[src/rtl/button_peripheral_pkg.sv]
// Shared constants for the button peripheral: register offsets and counter width.
package button_peripheral_pkg;

  typedef enum logic [3:0] {
    REG_STATE  = 4'h0,
    REG_EDGE   = 4'h4,
    REG_IRQ_EN = 4'h8,
    REG_RAW    = 4'hC
  } reg_offset_e;

  localparam int unsigned CNT_W = 16;

endpackage

[src/rtl/button_debouncer.sv]
// One button: 2-flop synchronizer followed by a consecutive-mismatch debounce counter.
module button_debouncer
  import button_peripheral_pkg::*;
#(
  parameter int unsigned DEBOUNCE_CYCLES = 50000
) (
  input  logic clk,
  input  logic rst_n,
  input  logic button,
  output logic sync_level,
  output logic state,
  output logic rise
);

  localparam logic [CNT_W-1:0] CNT_LAST = CNT_W'(DEBOUNCE_CYCLES - 1);

  logic             meta;
  logic [CNT_W-1:0] cnt;
  logic             mismatch;
  logic             accept;

  assign mismatch = (sync_level != state);
  // The DEBOUNCE_CYCLES-th mismatching clock is the one that sees cnt at its last value.
  assign accept   = mismatch && (cnt == CNT_LAST);
  assign rise     = accept && sync_level;

  always_ff @(posedge clk or negedge rst_n) begin
    if (!rst_n) begin
      meta       <= 1'b0;
      sync_level <= 1'b0;
      state      <= 1'b0;
      cnt        <= '0;
    end else begin
      meta       <= button;
      sync_level <= meta;
      if (accept) begin
        state <= sync_level;
        cnt   <= '0;
      end else if (mismatch) begin
        cnt <= cnt + CNT_W'(1);
      end else begin
        cnt <= '0;
      end
    end
  end

endmodule

[src/rtl/button_peripheral.sv]
// Debounced button bank with rising-edge latch, per-bit interrupt mask and a small register file.
module button_peripheral
  import button_peripheral_pkg::*;
#(
  parameter int unsigned DEBOUNCE_CYCLES = 50000,
  parameter int unsigned NUM_BUTTONS     = 8
) (
  input  logic                   clk,
  input  logic                   rst_n,
  input  logic                   rd_en_i,
  input  logic                   wr_en_i,
  input  logic [31:0]            addr_i,
  input  logic [31:0]            data_i,
  output logic [31:0]            data_o,
  input  logic [NUM_BUTTONS-1:0] buttons_i,
  output logic                   irq_o
);

  logic [NUM_BUTTONS-1:0] raw_level;
  logic [NUM_BUTTONS-1:0] state;
  logic [NUM_BUTTONS-1:0] rise;
  logic [NUM_BUTTONS-1:0] edge_q;
  logic [NUM_BUTTONS-1:0] irq_en_q;
  logic [NUM_BUTTONS-1:0] edge_clr;
  logic                   irq_en_wr;
  logic                   unused;

  assign unused = ^{addr_i[31:4], data_i};

  for (genvar i = 0; i < NUM_BUTTONS; i++) begin : g_btn
    button_debouncer #(
      .DEBOUNCE_CYCLES(DEBOUNCE_CYCLES)
    ) u_debouncer (
      .clk        (clk),
      .rst_n      (rst_n),
      .button     (buttons_i[i]),
      .sync_level (raw_level[i]),
      .state      (state[i]),
      .rise       (rise[i])
    );
  end

  assign edge_clr  = (wr_en_i && (addr_i[3:0] == REG_EDGE)) ? data_i[NUM_BUTTONS-1:0] : '0;
  assign irq_en_wr = wr_en_i && (addr_i[3:0] == REG_IRQ_EN);

  always_ff @(posedge clk or negedge rst_n) begin
    if (!rst_n) begin
      edge_q   <= '0;
      irq_en_q <= '0;
    end else begin
      // Set is ORed in after the clear so a simultaneous new edge survives W1C.
      edge_q <= (edge_q & ~edge_clr) | rise;
      if (irq_en_wr) begin
        irq_en_q <= data_i[NUM_BUTTONS-1:0];
      end
    end
  end

  always_comb begin
    data_o = '0;
    if (rd_en_i) begin
      case (addr_i[3:0])
        REG_STATE:  data_o = 32'(state);
        REG_EDGE:   data_o = 32'(edge_q);
        REG_IRQ_EN: data_o = 32'(irq_en_q);
        REG_RAW:    data_o = 32'(raw_level);
        default:    data_o = '0;
      endcase
    end
  end

  assign irq_o = |(edge_q & irq_en_q);

endmodule

[config.mk]
export PLATFORM = sky130hd
export DESIGN_NAME = button_peripheral
export DESIGN_NICKNAME = d
export VERILOG_FILES = /design/src/rtl/button_peripheral_pkg.sv /design/src/rtl/button_debouncer.sv /design/src/rtl/button_peripheral.sv
export SDC_FILE = /design/constraint.sdc
export NUM_CORES = 1
export LEC_CHECK = 0
export CAP_MARGIN = 20
export CORE_ASPECT_RATIO = 0.5
export CORE_MARGIN = 2
export CORE_UTILIZATION = 52
export CTS_BUF_LIST = sky130_fd_sc_hd__clkbuf_4
export CTS_CLUSTER_DIAMETER = 40
export DETAILED_ROUTE_END_ITERATION = 7
export GPL_TIMING_DRIVEN = 0
export PLACE_DENSITY_LB_ADDON = 0.3
export SLEW_MARGIN = 10
export SYNTH_ARGS = -nofsm -noshare
export SYNTH_HDL_FRONTEND = slang
export SYNTH_SLANG_ARGS = --single-unit
[constraint.sdc]
create_clock -name clk -period 2 [get_ports clk]
set_clock_uncertainty 0.2 [all_clocks]
set_input_delay 0.2 -clock clk [delete_from_list [all_inputs] [get_ports clk]]
set_output_delay 0.2 -clock clk [all_outputs]
set_load 0.05 [all_outputs]
==> results.py <==
metrics = {
    "outcome": {
        "status": "finished, violations left",
        "violations": "setup timing",
    },
    "clock_network": {
        "cts_tree": "built",
        "cts_made_buffers": 17,
        "cts_root_buf": "clkbuf_4",
        "path_clk_slew_ps": 150,
        "cts.sink_count": 168,
        "htree_levels": 4,
        "ctsLongestPathBuffers": 2,
        "clk_latency_ps": 550,
    },
    "timing": {
        "max_freq_mhz": 466.5,
        "min_period_ps": 2144,
        "tightest_slew_ps": 545.9,
        "finalCritPeriodShare": 1.072,
        "hold_viol": 0,
        "slew_violations": 0,
        "timing.slew.headroom": 0.6352,
        "setup-tns-final_ps": -4763,
        "finalSetupViolations": 55,
        "rsz0062_at_grt": "yes",
        "timing.final.ws_setup_ps": -143.6,
    },
    "global_route": {
        "grtUsageMet3": 0.04483,
        "grt_use_met1": 0.2766,
        "antenna_found_initial": 0,
        "grt_pass1_vias": 6119,
        "grtUsageTotal": 0.2107,
        "use_met2": 0.3606,
        "grt.overflow.total": 0,
        "grt_pass1_wl_um": 28720,
        "grt_start_max_net_pins": 114,
        "busiest_layer": "met2",
    },
    "logic_synthesis": {
        "synthDistinctLibCells": 45,
        "ys_warn_count": 0,
        "syn_area_um2": 8143,
        "synth_area_per_cell_um2": 10.15,
        "ys_seq_area_frac": 0.5163,
        "synth-main-ff-cell": "dfrtp_1",
        "synth_edf_count": 0,
        "ys_ff_latch": 168,
        "ys_async_sr_fraction": 1.000,
        "synth_cells": 802,
    },
    "setup_path": {
        "cp_top_family": "simple AND/OR/NAND/NOR gates",
        "worst-path-stages": 3,
        "r2r_slack_ps": -140,
        "crit_arrival_ps": 2380,
        "cp_slowest_cell": "or4_4",
        "ff2ff_path_depth": 3,
        "crit_path_end_kind": "flip-flop",
        "path_cells": "or4b_1, or4_4, mux2_4",
        "slowest_delay_ps": 580,
        "crit_type": "reg2reg",
        "critPathBufInv": 0,
        "timing.rr.start": "g_btn[1].u_debouncer.cnt[10]",
        "cp_data_required_time_ps": 2240,
        "crit_path_end": "g_btn[1].u_debouncer.state",
        "critical_path.startpoint": "g_btn[1].u_debouncer.cnt[10]",
        "cp_max_fo": 4,
        "start_kind": "flip-flop",
        "regToRegEndpoint": "g_btn[1].u_debouncer.state",
    },
    "hold_path": {
        "worstHoldStart": "data_i[7]",
        "min_path_type": "in2reg",
    },
    "route": {
        "first_pass_iters": 4,
        "num_vias": 6131,
        "first_iter_violations": 408,
        "wl_um": 16880,
        "avgRoutedWirePerCell_um": 14.57,
        "via_per_inst": 5.294,
        "drc": 0,
        "antenna_left": 0,
    },
    "floorplanning": {
        "chipHeight_um": 92.49,
        "ios": 109,
        "core_um2": 15370,
        "die_w_um": 181.0,
        "dieArea_um2": 16740,
        "std_cell_rows": 32,
        "initial_utilization": 0.5296,
    },
    "final_layout": {
        "final_nets": 1025,
        "most-common-layout-cells": "dfrtp_1, nor2_1, xnor2_1",
        "final_common_cell": "dfrtp_1",
        "syn_to_final_growth_pct": 23.51,
        "n_antenna_cell": 0,
        "drive_gt1_frac": 0.2484,
        "nFillCells": 1159,
    },
    "place": {
        "gp_congestion": 0.8170,
        "dp_worst_setup_slack_ps": -1437,
        "io_buffers": 31,
        "dp_hpwl_um": 10310,
    },
    "power": {
        "powerDensity_nw_per_um2": 657.3,
        "power.leakage_nw": 4.111,
        "p_total_mw": 6.610,
        "vdd_drop_max_uv": 389.2,
    },
    "run": {
        "maxCapViolations": 0,
    },
}
## cells by family (layout without fill, tap and decap cells)
kind of cell    after synthesis  count (layout)  share of synthesized area
fa+ha+maj                     8               8                    0.01229
flops                       168             168                     0.5163
xor+xnor                    119             119                     0.1280
simple gates                388             388                     0.2417
compound gates               31              31                    0.02459
other cells                   1              24                  0.0004605
mux                          24              24                    0.03411
buf+inv                      63             192                    0.04256
## worst min path at each step
stage / to / slack [ps] / cells past startpoint
after detailed placement: g_btn[5].u_debouncer.cnt[6] / -50 / 1
after floorplan: edge_q[0] / -300 / 0
after global routing: irq_en_q[5] / 60 / 2
after CTS: irq_en_q[5] / 60 / 2
final: irq_en_q[7] / 100 / 2
after global placement: g_btn[3].u_debouncer.sync_level / 140 / 0
## layout make-up
| type | count | area [µm²] | area share |
|---|---|---|---|
| inverter | 23 | 86.33 | 0.008584 |
| tap | 204 | 255.2 | 0.02538 |
| buffer | 37 | 290.3 | 0.02886 |
| clock inverter | 15 | 198.9 | 0.01978 |
| multi-input combinational | 594 | 3968 | 0.3945 |
| sequential | 168 | 4204 | 0.4180 |
| clock buffer | 17 | 127.6 | 0.01269 |
| timing repair buffer | 100 | 927.1 | 0.09219 |
## synth_stat cells (4+ instances only)
cell,instances,share of area
a21oi_1,9,0.0055
a22oi_1,12,0.011
and3_1,8,0.0061
buf_4,25,0.023
clkbuf_1,11,0.0051
dfrtp_1,168,0.52
ha_1,8,0.012
inv_1,23,0.011
mux2_2,21,0.029
nand2_1,44,0.020
nand2b_1,8,0.0061
nand3_1,49,0.030
nand4_1,33,0.025
nor2_1,149,0.069
nor3_1,28,0.017
nor4_1,29,0.022
nor4b_1,4,0.0043
nor4bb_1,8,0.0098
o21ai_0,8,0.0049
xnor2_1,99,0.11
xor2_1,20,0.022
## state kept, by name, summed over array words and instances (netlist names)
| register | cells |
|---|---|
| g_btn.u_debouncer.cnt | 128 |
| edge_q | 8 |
| g_btn.u_debouncer.meta | 8 |
| g_btn.u_debouncer.state | 8 |
| g_btn.u_debouncer.sync_level | 8 |
| irq_en_q | 8 |
## per-layer routing
metal  share of wire  wire [µm]
met5               0          0
met1            0.46       7784
met4           0.010        174
met3           0.037        621
met2            0.49       8297
## metrics by stage
stage,area (µm²),util,hold slack (ps),instances
final,10060,0.6541,101.4,1158
after global routing,10060,0.6541,63.16,1158
after floorplan,8278,-,-295.6,825
after detailed placement,8876,0.5773,-51.97,1061
after CTS,9786,0.6365,60.89,1142
after global placement,8843,0.5752,135.3,1060
## power by group
| group | total, mW | internal, mW | switching (mW) |
|---|---|---|---|
| sequential | 3.65 | 3.53 | 0.121 |
| combinational | 0.726 | 0.319 | 0.407 |
| clock | 2.24 | 1.00 | 1.24 |
| total | 6.61 | 4.84 | 1.77 |
## what timing repair did
action,CTS,global route
pin swaps,20,13
hold buffers,11,0
endpoints found under the setup margin,107,105
buffers inserted,35,17
gates resized for setup,120,47
endpoints found under the hold margin,184,0
gates cloned,5,0
(Power assumes the default switching activity.)
